<file path="src/rtl/rpn_stack_sequencer_if.sv">
// Token, result, stack and error signals between the RPN sequencer and its environment.
// The master modport is the sequencer side; the slave modport is the source/stack/sink side.
interface rpn_stack_sequencer_if #(
    parameter int unsigned DATA_W = 16,
    parameter int unsigned CNT_W  = 7
);
    logic              tok_valid;
    logic              tok_ready;
    logic              tok_is_op;
    logic [DATA_W-1:0] tok_data;
    logic              res_valid;
    logic              res_ready;
    logic [DATA_W-1:0] res_data;
    logic              stk_push;
    logic              stk_pop;
    logic [DATA_W-1:0] stk_wdata;
    logic [DATA_W-1:0] stk_rdata;
    logic [CNT_W-1:0]  stk_count;
    logic              err_clr;
    logic [1:0]        err;

    modport master (
        input  tok_valid, tok_is_op, tok_data, res_ready, stk_rdata, stk_count, err_clr,
        output tok_ready, res_valid, res_data, stk_push, stk_pop, stk_wdata, err
    );

    modport slave (
        output tok_valid, tok_is_op, tok_data, res_ready, stk_rdata, stk_count, err_clr,
        input  tok_ready, res_valid, res_data, stk_push, stk_pop, stk_wdata, err
    );
endinterface

</file>
<file path="src/rtl/rpn_stack_sequencer.sv">
// Reverse-Polish command stage in front of a LIFO stack: pushes operands, pops and
// combines operands for operators, and emits popped values on a result stream.
module rpn_stack_sequencer #(
    parameter int unsigned DATA_W = 16,
    parameter int unsigned DEPTH  = 64,
    parameter int unsigned CNT_W  = 7
) (
    input  logic                  clk,
    input  logic                  rst_n,
    rpn_stack_sequencer_if.master bus
);

    typedef enum logic [2:0] {
        StIdle, StPopB, StPopA, StCapA, StCap, StPushDup, StPush, StOut
    } state_e;

    localparam logic [2:0] OpAdd  = 3'd0;
    localparam logic [2:0] OpSub  = 3'd1;
    localparam logic [2:0] OpAnd  = 3'd2;
    localparam logic [2:0] OpOr   = 3'd3;
    localparam logic [2:0] OpXor  = 3'd4;
    localparam logic [2:0] OpDup  = 3'd5;
    localparam logic [2:0] OpDrop = 3'd6;

    localparam logic [CNT_W-1:0] FullCnt = CNT_W'(DEPTH);
    localparam logic [CNT_W-1:0] TwoCnt  = CNT_W'(2);

    state_e            r_state;
    logic [2:0]        r_op;
    logic [DATA_W-1:0] r_b;
    logic [DATA_W-1:0] r_wreg;
    logic [DATA_W-1:0] r_res_data;
    logic              r_tok_ready;
    logic              r_res_valid;
    logic              r_stk_push;
    logic              r_stk_pop;
    logic [1:0]        r_err;

    logic              w_accept;
    logic [2:0]        w_opcode;
    logic              w_empty;
    logic              w_full;
    logic              w_lt2;
    logic [1:0]        w_err_set;
    logic              w_tok_ok;
    logic [DATA_W-1:0] w_alu;

    // tok_ready is only ever high in IDLE, so acceptance implies IDLE.
    assign w_accept = bus.tok_valid & r_tok_ready;
    assign w_opcode = bus.tok_data[2:0];
    assign w_empty  = (bus.stk_count == '0);
    assign w_full   = (bus.stk_count == FullCnt);
    assign w_lt2    = (bus.stk_count < TwoCnt);
    assign w_tok_ok = w_accept & (w_err_set == 2'b00);

    always_comb begin
        w_err_set = 2'b00;
        if (w_accept) begin
            if (!bus.tok_is_op) begin
                if (w_full) w_err_set[1] = 1'b1;
            end else begin
                unique case (w_opcode)
                    OpAdd, OpSub, OpAnd, OpOr, OpXor: begin
                        if (w_lt2) w_err_set[0] = 1'b1;
                    end
                    OpDup: begin
                        if (w_empty) w_err_set[0] = 1'b1;
                        if (w_full)  w_err_set[1] = 1'b1;
                    end
                    default: begin
                        if (w_empty) w_err_set[0] = 1'b1;
                    end
                endcase
            end
        end
    end

    // a is the entry below top, arriving on stk_rdata in CAP_A; b was latched in POP_A.
    always_comb begin
        w_alu = '0;
        unique case (r_op)
            OpAdd:   w_alu = bus.stk_rdata + r_b;
            OpSub:   w_alu = bus.stk_rdata - r_b;
            OpAnd:   w_alu = bus.stk_rdata & r_b;
            OpOr:    w_alu = bus.stk_rdata | r_b;
            OpXor:   w_alu = bus.stk_rdata ^ r_b;
            default: w_alu = '0;
        endcase
    end

    always_ff @(posedge clk or negedge rst_n) begin
        if (!rst_n) begin
            r_state     <= StIdle;
            r_op        <= '0;
            r_b         <= '0;
            r_wreg      <= '0;
            r_res_data  <= '0;
            r_tok_ready <= 1'b0;
            r_res_valid <= 1'b0;
            r_stk_push  <= 1'b0;
            r_stk_pop   <= 1'b0;
            r_err       <= 2'b00;
        end else begin
            // A new error in the same cycle as err_clr wins.
            r_err      <= (r_err & ~{2{bus.err_clr}}) | w_err_set;
            r_stk_push <= 1'b0;
            r_stk_pop  <= 1'b0;
            unique case (r_state)
                StIdle: begin
                    if (w_tok_ok) begin
                        r_tok_ready <= 1'b0;
                        if (!bus.tok_is_op) begin
                            r_wreg     <= bus.tok_data;
                            r_stk_push <= 1'b1;
                            r_state    <= StPush;
                        end else begin
                            r_op      <= w_opcode;
                            r_stk_pop <= 1'b1;
                            r_state   <= StPopB;
                        end
                    end else begin
                        r_tok_ready <= 1'b1;
                    end
                end
                StPopB: begin
                    if (r_op == OpDrop) begin
                        r_tok_ready <= 1'b1;
                        r_state     <= StIdle;
                    end else if (r_op > OpDrop || r_op == OpDup) begin
                        r_state <= StCap;
                    end else begin
                        r_stk_pop <= 1'b1;
                        r_state   <= StPopA;
                    end
                end
                StPopA: begin
                    r_b     <= bus.stk_rdata;
                    r_state <= StCapA;
                end
                StCapA: begin
                    r_wreg     <= w_alu;
                    r_stk_push <= 1'b1;
                    r_state    <= StPush;
                end
                StCap: begin
                    if (r_op == OpDup) begin
                        r_wreg     <= bus.stk_rdata;
                        r_stk_push <= 1'b1;
                        r_state    <= StPushDup;
                    end else begin
                        r_res_data  <= bus.stk_rdata;
                        r_res_valid <= 1'b1;
                        r_state     <= StOut;
                    end
                end
                StPushDup: begin
                    r_stk_push <= 1'b1;
                    r_state    <= StPush;
                end
                StPush: begin
                    r_tok_ready <= 1'b1;
                    r_state     <= StIdle;
                end
                StOut: begin
                    if (bus.res_ready) begin
                        r_res_valid <= 1'b0;
                        r_tok_ready <= 1'b1;
                        r_state     <= StIdle;
                    end
                end
                default: begin
                    r_tok_ready <= 1'b1;
                    r_state     <= StIdle;
                end
            endcase
        end
    end

    assign bus.tok_ready = r_tok_ready;
    assign bus.res_valid = r_res_valid;
    assign bus.res_data  = r_res_data;
    assign bus.stk_push  = r_stk_push;
    assign bus.stk_pop   = r_stk_pop;
    assign bus.stk_wdata = r_wreg;
    assign bus.err       = r_err;

endmodule
</file>
<file path="src/flat_wrapper.sv">
// flat-port wrapper written by rule: the top's interface ports become plain ports
module rpn_stack_sequencer_flat 
#(
    parameter int unsigned DATA_W = 16,
    parameter int unsigned DEPTH  = 64,
    parameter int unsigned CNT_W  = 7
)
  (clk, rst_n, bus_tok_valid, bus_tok_is_op, bus_tok_data, bus_res_ready, bus_stk_rdata, bus_stk_count, bus_err_clr, bus_tok_ready, bus_res_valid, bus_res_data, bus_stk_push, bus_stk_pop, bus_stk_wdata, bus_err);
  rpn_stack_sequencer_if #(.DATA_W(DATA_W), .CNT_W(CNT_W)) bus_i ();
  input  logic clk;
  input  logic rst_n;
  input wire logic [$bits(bus_i.tok_valid)-1:0] bus_tok_valid;
  input wire logic [$bits(bus_i.tok_is_op)-1:0] bus_tok_is_op;
  input wire logic [$bits(bus_i.tok_data)-1:0] bus_tok_data;
  input wire logic [$bits(bus_i.res_ready)-1:0] bus_res_ready;
  input wire logic [$bits(bus_i.stk_rdata)-1:0] bus_stk_rdata;
  input wire logic [$bits(bus_i.stk_count)-1:0] bus_stk_count;
  input wire logic [$bits(bus_i.err_clr)-1:0] bus_err_clr;
  output wire logic [$bits(bus_i.tok_ready)-1:0] bus_tok_ready;
  output wire logic [$bits(bus_i.res_valid)-1:0] bus_res_valid;
  output wire logic [$bits(bus_i.res_data)-1:0] bus_res_data;
  output wire logic [$bits(bus_i.stk_push)-1:0] bus_stk_push;
  output wire logic [$bits(bus_i.stk_pop)-1:0] bus_stk_pop;
  output wire logic [$bits(bus_i.stk_wdata)-1:0] bus_stk_wdata;
  output wire logic [$bits(bus_i.err)-1:0] bus_err;
  assign bus_i.tok_valid = bus_tok_valid;
  assign bus_i.tok_is_op = bus_tok_is_op;
  assign bus_i.tok_data = bus_tok_data;
  assign bus_i.res_ready = bus_res_ready;
  assign bus_i.stk_rdata = bus_stk_rdata;
  assign bus_i.stk_count = bus_stk_count;
  assign bus_i.err_clr = bus_err_clr;
  assign bus_tok_ready = bus_i.tok_ready;
  assign bus_res_valid = bus_i.res_valid;
  assign bus_res_data = bus_i.res_data;
  assign bus_stk_push = bus_i.stk_push;
  assign bus_stk_pop = bus_i.stk_pop;
  assign bus_stk_wdata = bus_i.stk_wdata;
  assign bus_err = bus_i.err;
  rpn_stack_sequencer #(.DATA_W(DATA_W), .DEPTH(DEPTH), .CNT_W(CNT_W)) u_core (.clk(clk), .rst_n(rst_n), .bus(bus_i));
endmodule
</file>
<file path="config.mk">
export PLATFORM = sky130hd
export DESIGN_NAME = rpn_stack_sequencer_flat
export DESIGN_NICKNAME = d
export VERILOG_FILES = /design/src/rtl/rpn_stack_sequencer_if.sv /design/src/rtl/rpn_stack_sequencer.sv /design/src/flat_wrapper.sv
export SDC_FILE = /design/constraint.sdc
export NUM_CORES = 1
export LEC_CHECK = 0
export CORE_ASPECT_RATIO = 2
export CORE_MARGIN = 3
export CORE_UTILIZATION = 40
export DETAILED_ROUTE_END_ITERATION = 10
export PLACE_DENSITY = 0.62
export SLEW_MARGIN = 0
export SYNTH_ARGS = -nofsm -noshare
export SYNTH_HDL_FRONTEND = slang
export SYNTH_SLANG_ARGS = --single-unit
</file>
<file path="constraint.sdc">
create_clock -name clk -period 3.35 [get_ports clk]
set_input_delay 0.67 -clock clk [delete_from_list [all_inputs] [get_ports clk]]
set_output_delay 0.67 -clock clk [all_outputs]
set_load 0.02 [all_outputs]
</file>
# After elaboration in Yosys (flattened, before gate mapping)
# Cells that the tools add are included.
# word_totals
ff_bits	60
in_bits	45
out_inout_bits	38
# op_classes
add_sub_neg	2
n_lt_le_gt_ge	2
n_eq_ne	25
muxes	36
bitwise_logic	9
n_reduce_logical	17
# ops
cell	count
16-bit one-hot mux with 5 select lines	1
16-bit two-way mux	3
16-bit one-hot mux with 3 select lines	1
3-bit == test, second input constant	9
3-bit one-hot mux with 7 select lines	1
1-bit two-way mux	19
3-bit by 2-bit == test with 1-bit output, second input constant	6
16-bit adder	1
16-bit AND	1
16-bit OR	1
16-bit subtractor	1
16-bit bitwise XOR	1
3-bit two-way mux	5
3-bit by 1-bit == test with 1-bit output, second input constant	3
3-bit logical NOT	3
3-bit AND reduction	3
7-bit == test, second input constant	1
7-bit logical NOT	1
7-bit by 2-bit < comparator with 1-bit output, second input constant	1
2-bit by 1-bit != test with 1-bit output, second input constant	3
2-bit != test, second input constant	3
5-bit OR reduction	1
2-bit two-way mux	2
1-bit one-hot mux with 2 select lines	2
16 further kinds	18

# Depth between registers and ports, before layout
# depth
ltp_word	9
mapped_depth	14
mapped_depth_nobuf	13

# Worst setup path after synthesis
# OpenSTA, ideal clock, no wires.
# synth_timing
kind	reg-to-reg
from	reg u_core.r_op[2]
to	reg u_core.r_wreg[14], in the netlist u_core.bus.stk_wdata[14]
setup_ps	137
t_arrival_ps	2834
required_time_ps	3213
slack_ps	379
stages_incl_launch_ff	15
period_less_slack_ps	2971
path_cell_list	dfrtp_1 -> buf_2 -> nor2_1 -> and2_1 -> clkbuf_1 -> a31oi_1 -> xnor2_1 -> ha_1 -> clkbuf_1 -> a21oi_1 -> o21ai_0 -> a21o_1 -> a221oi_2 -> mux2i_1 -> a31oi_1
# synth_between
elab_chain_cells	3
word_cells_on_any_way	10
classes_between	eq/ne (6); mux (2); reduce/logical (2)
# synth_lines
item	line_no	source
start: declaration	rpn_stack_sequencer.sv:29	logic [2:0] r_op;
start signal: assignment	rpn_stack_sequencer.sv:117	r_op <= w_opcode;
3-bit == test, or another cell as far along	rpn_stack_sequencer.sv:81	unique case (r_op)
16-bit one-hot mux with 5 select lines / 2-bit by 1-bit != test with 1-bit output (equally long branches)	--	
16-bit one-hot mux with 3 select lines / 4-bit AND reduction (equally long branches)	--	
end signal: assignment	rpn_stack_sequencer.sv:113	r_wreg <= bus.tok_data;
end signal: assignment	rpn_stack_sequencer.sv:141	r_wreg <= w_alu;
end signal: assignment	rpn_stack_sequencer.sv:147	r_wreg <= bus.stk_rdata;
end: declaration	rpn_stack_sequencer.sv:31	logic [DATA_W-1:0] r_wreg;
# Several ways; a longest one is shown, not always the timed one.
# A chain may end at the register's enable or synchronous reset.

# Worst setup path in the final report
# layout_timing
from	reg u_core.r_b[5]
to	reg u_core.r_wreg[14], in the netlist u_core.bus.stk_wdata[14]
# layout_between
elab_chain_cells	3
word_cells_on_any_way	4
classes_between	add/sub (2); mux (2)
# layout_lines
item	line_no	source
start: declaration	rpn_stack_sequencer.sv:30	logic [DATA_W-1:0] r_b;
start signal: assignment	rpn_stack_sequencer.sv:137	r_b <= bus.stk_rdata;
16-bit subtractor / 16-bit adder (equally long branches)	rpn_stack_sequencer.sv:83, rpn_stack_sequencer.sv:82	
16-bit one-hot mux with 5 select lines (*)	rpn_stack_sequencer.sv:81	
16-bit one-hot mux with 3 select lines (*)	rpn_stack_sequencer.sv:108	unique case (r_state)
# Every way passes the cells marked *; elsewhere a longest branch is shown, timed or not.

==> impl_metrics.yaml <==
routing:
  drtAntennaViolNets: 0
  vias_per_cell: 5.70
  num_vias: 4616
  met1_length_mm: 5.72
  dr.pass1.iters: 5
  wl_mm: 15.3
  drc: 0
  wire_per_inst_um: 18.9
  drtIter0Drc: 298
  routed.top_layer: "met4"
  wl_met3_um: 668
  dr_wl_met2_mm: 8.18
final_layout:
  finish.utilization_pct: 53.5
  fin_nets: 754
  final_common_cell: "clkdlybuf4s50_1"
  fin_cells: 810
  final_cell_mix: "clkdlybuf4s50_1 (81), nand2_1 (63), o21ai_0 (62)"
  antenna_cells_inserted: 0
  synthToLayoutAreaGrowth_pct: 30.5
  drive_gt1_share_pct: 13.5
cts:
  clk-insertion-delay-late_ns: 0.33
  clk_path_buf_depth: 2
  cts_made_buffers: 9
  clock_sinks: 60
  clk_pin_slew_ns: 0.05
  clockRootBuffer: "clkbuf_16"
  post-cts-setup-buffers: 0
  cts_tree: "built"
  ctsHtreeMaxLevel: 3
synthesis:
  synth_xor_area_share_pct: 3.45
  synth.mux.area_fraction_pct: 2.57
  synth_warnings: 0
  synth_seq_cells: 60
  avgSynthCellArea_um2: 8.62
  syn_nets: 653
  syn_area_um2: 4820
  synthArstFlopShare_pct: 100
  synth_edf_count: 0
  synth_top_family_by_area: "compound AO/OA/AOI/OAI gates"
  synth_simple_gate_area_share_pct: 15.9
  synthCells: 559
  synth_compound_area_share_pct: 26.7
  synth_ff_type: "dfrtp_1"
  yosysUniqueCellTypes: 71
  synth_adder_area_share_pct: 12.9
  synth-seq-area-share_pct: 31.1
floorplanning:
  core_um2: 11800
  initial_utilization_pct: 41.0
  rows: 56
  die_x_um: 83.6
  io_pins: 83
  die_area_um2: 13500
  die_y_um: 161
power:
  irDropWorstVdd_mv: 0.633
  seq_power_share_pct: 19.2
  switching_share_pct: 46.7
  powerDensity_nw_per_um2: 1160
  pwr-share-clk_pct: 13.8
  p_leak_nw: 2.75
  cellInternalPower_mw: 3.90
  power.switching_mw: 3.42
  comb_power_share_pct: 67.1
sta:
  tightestPinTransition_ns: 0.821
  period_needed_ns: 3.15
  fin_crit_sh_pct: 93.9
  relSlewSlack_pct: 45.0
  hold_viol_final: 0
  fin_worst_skew_ns: 0.00488
  worst_slack_ns: 0.204
  fin_setup_tns_ns: 0
  rsz0062_at_grt: "false"
  final-setup-viol-count: 0
  slew_viol_final: 0
  fmax_ghz: 0.318
global_route:
  grt_antenna_before_repair: 0
  grt_use_total_pct: 22.7
  grt_max_degree: 61
  grt_pass1_wl_mm: 24.2
  first_global_vias: 4657
  grt_overflow: 0
setup_path:
  r2r-start: "u_core.r_b[5]$_DFFE_PN0P_"
  r2r_slack_ns: 0.20
  rr_endpoint: "u_core.bus.stk_wdata[14]$_DFFE_PN0P_"
  arrival_ns: 3.35
  required_ns: 3.55
  ff2ff_path_depth: 12
  worstSetupStartpointType: "flop"
  endpoint_kind: "flop"
  critPathMaxFanout: 8
  critical_path_class: "flop to flop"
placement:
  globalplace.congestion: 0.972
  dp_cells: 794
  post-place-ws_ns: 0.00547
  io_buffer_count: 82
  dp_hpwl_mm: 11.8
flow_run:
  drv_cap: 0
worst_hold_path:
  hold_path_class: "input port to async pin"
outcome:
  status: "completed"
==> registers in the layout, summed over array words and instances, names as in the netlist <==
signal	cells
u_core.bus.stk_push	1
u_core.r_b	16
u_core.bus.stk_pop	1
u_core.r_op	3
u_core.bus.res_valid	1
u_core.bus.stk_wdata	16
u_core.bus.err	2
u_core.bus.res_data	16
u_core.bus.tok_ready	1
u_core.r_state	3
==> synth_stat cells, types with 3 or more instances <==
master      n  area share, %
nand2_1    63            4.9
o21ai_0    63            6.5
dfrtp_1    60             31
ha_1       48             12
inv_1      48            3.7
a21oi_1    29            3.0
nor2_1     29            2.3
xnor2_1    17            3.1
clkbuf_1   15            1.2
a222oi_1   10            2.1
a31oi_1    10            1.3
a21oi_2     9            1.6
mux2i_1     9            1.9
a22oi_1     8            1.2
buf_2       8           0.83
nor2_2      8            1.0
nor2b_1     7           0.91
nor3_1      7           0.73
a22o_1      6            1.1
o21a_1      6           0.93
a31oi_2     4            1.0
and3_1      4           0.52
nand3_1     4           0.42
nor4_1      4           0.52
o211ai_1    4           0.62
o31a_1      4           0.73
a2111oi_0   3           0.55
a41oi_1     3           0.55
and2_1      3           0.39
buf_4       3           0.47
mux2_2      3           0.70
nand4_1     3           0.39
nand4b_1    3           0.55
o21ai_1     3           0.31
o31ai_1     3           0.47
or3_1       3           0.39
==> worst max-delay path: stages (launching register included) <==
cell and delay (ns):
dfrtp_1 0.40, nor4_1 0.26, buf_4 0.15, and4_1 0.35, a31oi_1 0.14, xnor2_1 0.14
ha_1 0.37, a21oi_1 0.21, o21ai_0 0.16, a21o_1 0.21, a221oi_2 0.29, mux2i_1 0.22
a31oi_1 0.09
==> routing by layer <==
metal	vias up	GRT usage, %
met5	-	0
met2	143	41.8
met3	40	4.03
met4	0	13.0
met1	2205	23.8
li1	2228	-
==> power groups by stage <==
| stage | Clock (mW) | Combinational, mW | Sequential, mW |
|---|---|---|---|
| global route | 1.06 | 5.37 | 1.46 |
| floorplan | 0 | 3.03 | 1.57 |
| CTS | 1.03 | 4.87 | 1.41 |
| finish | 1.01 | 4.91 | 1.40 |
| detailed placement | 0 | 4.83 | 1.42 |
| global placement | 0 | 4.79 | 1.40 |
==> metrics by stage <==
stage	instance area [um^2]	hold slack, ns	power [mW]
6_report	6290	0.337	7.32
5_1_grt	6290	0.366	7.89
4_1_cts	6280	0.349	7.30
3_5_place_dp	5960	0.470	6.25
3_3_place_gp	5960	0.461	6.18
2_1_floorplan	4820	0.374	4.60
==> final cells by class <==
| class | instances | area [um^2] |
|---|---|---|
| Fill cell | 1137 | 5480 |
| Multi-Input combinational cell | 421 | 2990 |
| Sequential cell | 60 | 1500 |
| Timing Repair Buffer | 120 | 1130 |
| Clock buffer | 11 | 243 |
| Tap cell | 145 | 181 |
| Inverter | 48 | 180 |
| Clock inverter | 5 | 75.1 |
==> worst max-delay path by stage <==
stage	startpoint	end	depth (start not counted)
finish	u_core.r_b[5]$_DFFE_PN0P_	u_core.bus.stk_wdata[14]$_DFFE_PN0P_	12
global route	u_core.r_b[5]$_DFFE_PN0P_	u_core.bus.stk_wdata[14]$_DFFE_PN0P_	12
CTS	u_core.r_op[2]$_DFFE_PN0P_	u_core.bus.stk_wdata[3]$_DFFE_PN0P_	11
detailed placement	u_core.r_op[2]$_DFFE_PN0P_	u_core.bus.stk_wdata[3]$_DFFE_PN0P_	11
global placement	u_core.r_op[2]$_DFFE_PN0P_	u_core.bus.stk_wdata[3]$_DFFE_PN0P_	11
floorplan	u_core.r_op[2]$_DFFE_PN0P_	u_core.bus.stk_wdata[14]$_DFFE_PN0P_	14
==> timing repair <==
action                     in CTS  in global routing
resized for setup               1                  5
hold buffers                    0                  0
setup endpoints to repair       1                  5
==> cell families (layout without fill, tap and decap cells) <==
family,Yosys count,after routing
and+or+nand+nor,152,152
muxes,12,12
buffers and inverters,78,184
xor gates and xnor gates,19,19
adders and majority gates,49,49
DFF,60,60
AOI/OAI and AO/OA,189,189
(Power assumes the default switching activity.)
==> edit (same settings) <==
`CNT_W` is set to 7 in 3 places; all go to 9.
--- a/src/rtl/rpn_stack_sequencer_if.sv
+++ b/src/rtl/rpn_stack_sequencer_if.sv
@@ -4,3 +4,3 @@
     parameter int unsigned DATA_W = 16,
-    parameter int unsigned CNT_W  = 7
+    parameter int unsigned CNT_W  = 9
 );
--- a/src/rtl/rpn_stack_sequencer.sv
+++ b/src/rtl/rpn_stack_sequencer.sv
@@ -5,3 +5,3 @@
     parameter int unsigned DEPTH  = 64,
-    parameter int unsigned CNT_W  = 7
+    parameter int unsigned CNT_W  = 9
 ) (
--- a/src/flat_wrapper.sv
+++ b/src/flat_wrapper.sv
@@ -5,3 +5,3 @@
     parameter int unsigned DEPTH  = 64,
-    parameter int unsigned CNT_W  = 7
+    parameter int unsigned CNT_W  = 9
 )
Interface: changed (resized bus_stk_count); port bits go from 83 to 85. The function was not compared with the original's and may differ.
==> edit against the unedited design <==
Synthesized area shrank 2.4%. Routed wire length grew 5.5%. Worst setup slack gained 11 ps. Largest power group unchanged. Sequential cell count is the same. Clock skew grew 4.6 ps. Power shrank 1.6%. Cell area shrank 1.8%. Cell count shrank 1.4%.
==> edit: results (changes against the unedited design) <==
status=finished, final reports clean (unchanged); syn_nets=649 (was 653); htree depth=3 (unchanged); Largest stage delay, worst path=430 ps (was 400 ps); minimum clock period=3130 ps (was 3150 ps); placed cell area=5820 um^2 (was 5960 um^2); Final #Nets=748 (was 754); WL final=16100 um (was 15300 um); CTS resizes=0 (was 1); leakage=2.70 nW (was 2.75 nW); layout cell share with drive strength beyond 1=9.89% (was 13.5%); Worst Hold Class=register to register (was input pin to async pin); drt first pass iters=8 (was 5); dpl ws=87.8 ps (was 5.47 ps); Worst Path Max Fanout=5 (was 8); placed cell count=782 (was 794); DP Wirelength=12500 um (was 11800 um); GRT Util Overall=25.1% (was 22.7%); Min Hold Slack=476 ps (was 337 ps); Setup crit start=u_core.r_b[4]$_DFFE_PN0P_ (was u_core.r_b[5]$_DFFE_PN0P_); Final Wtd Congestion=0.849 (was 0.972); Critical Path AT=3390 ps (was 3350 ps); first-pass GRT wire length=24500 um (was 24200 um); IO Port Bufs=84 (was 82); reg2reg end=u_core.bus.stk_wdata[11]$_DFFE_PN0P_ (was u_core.bus.stk_wdata[14]$_DFFE_PN0P_); 1st-iter DRT viols=338 (was 298); maximum vdd drop=0.466 mV (was 0.633 mV); post-synthesis adder-cell area fraction=13.2% (was 12.9%); Worst Tran Pin Value=1200 ps (was 821 ps); Post-Synth XOR/XNOR Area=3.91% (was 3.45%); leading post-synthesis cells by cell area=dfrtp_1 (32%), ha_1 (13%), o21ai_0 (6.7%) (was dfrtp_1 (31%), ha_1 (12%), o21ai_0 (6.5%)); complex-gate fraction of the synthesized area=26.1% (was 26.7%); clock skew=9.52 ps (was 4.88 ps); vias in the first global route=4712 (was 4657); P_sw=3.42 mW (about the same); post-synthesis mux area share=3.30% (was 2.57%); synth unique cells=69 (was 71); sequential area share after synthesis=31.9% (was 31.1%); kind of cell adding the most delay to the critical path=simple AND/OR/NAND/NOR gates (was compound AO/OA/AOI/OAI gates); Via-to-Cell Ratio=5.86 (was 5.70); Mapped Cells=553 (was 559)
## edit: how the worst min path moves through the flow
stage | endpoint | cells past startpoint
finish | u_core.bus.res_data[4]$_DFFE_PN0P_ | 2
global route | u_core.bus.res_data[4]$_DFFE_PN0P_ | 2
CTS | u_core.bus.res_data[3]$_DFFE_PN0P_ | 2
detailed placement | u_core.bus.res_data[3]$_DFFE_PN0P_ | 2
global placement | u_core.bus.res_data[9]$_DFFE_PN0P_ | 2
floorplan | u_core.bus.err[0]$_DFF_PN0_ | 0
## edit: power groups by stage
| stage | sequential (mW) | clock (mW) | combinational, mW |
|---|---|---|---|
| finish | 1.41 | 1.06 | 4.73 |
| global route | 1.46 | 1.11 | 5.13 |
| CTS | 1.40 | 1.07 | 4.68 |
| detailed placement | 1.41 | 0 | 4.66 |
| global placement | 1.38 | 0 | 4.58 |
| floorplan | 1.57 | 0 | 2.86 |
## edit: cell type report
type                    instances  area, um^2
clock buffers                  10         239
clock inverters                 6        93.8
fillers                      1097        5250
inverters                      45         169
multi-input cells             424        2950
flip-flops and latches         60        1500
well taps                     142         178
repair buffers                112        1050
## edit: cell families (layout without fill, tap and decap cells)
group / Yosys count / count (layout)
xor+xnor: 21 / 21
compound gates: 183 / 183
mux: 15 / 15
simple gates: 156 / 156
flops: 60 / 60
buf+inv: 69 / 173
fa+ha+maj: 49 / 49
## edit: metal layers
layer	vias to the layer above	routed length, um	share of wire, %	track usage, %
met5	-	0	0	0
met4	0	1180	7.3	17.9
met3	58	721	4.5	3.62
met2	187	8730	54	44.8
met1	2245	5520	34	24.9
li1	2190	-	-	-
## edit: per-stage QoR
stage	util, %	power, mW
3_3_place_gp	50.9	5.97
2_1_floorplan	-	4.43
6_report	54.1	7.20
4_1_cts	53.8	7.15
3_5_place_dp	50.9	6.07
5_1_grt	54.1	7.70
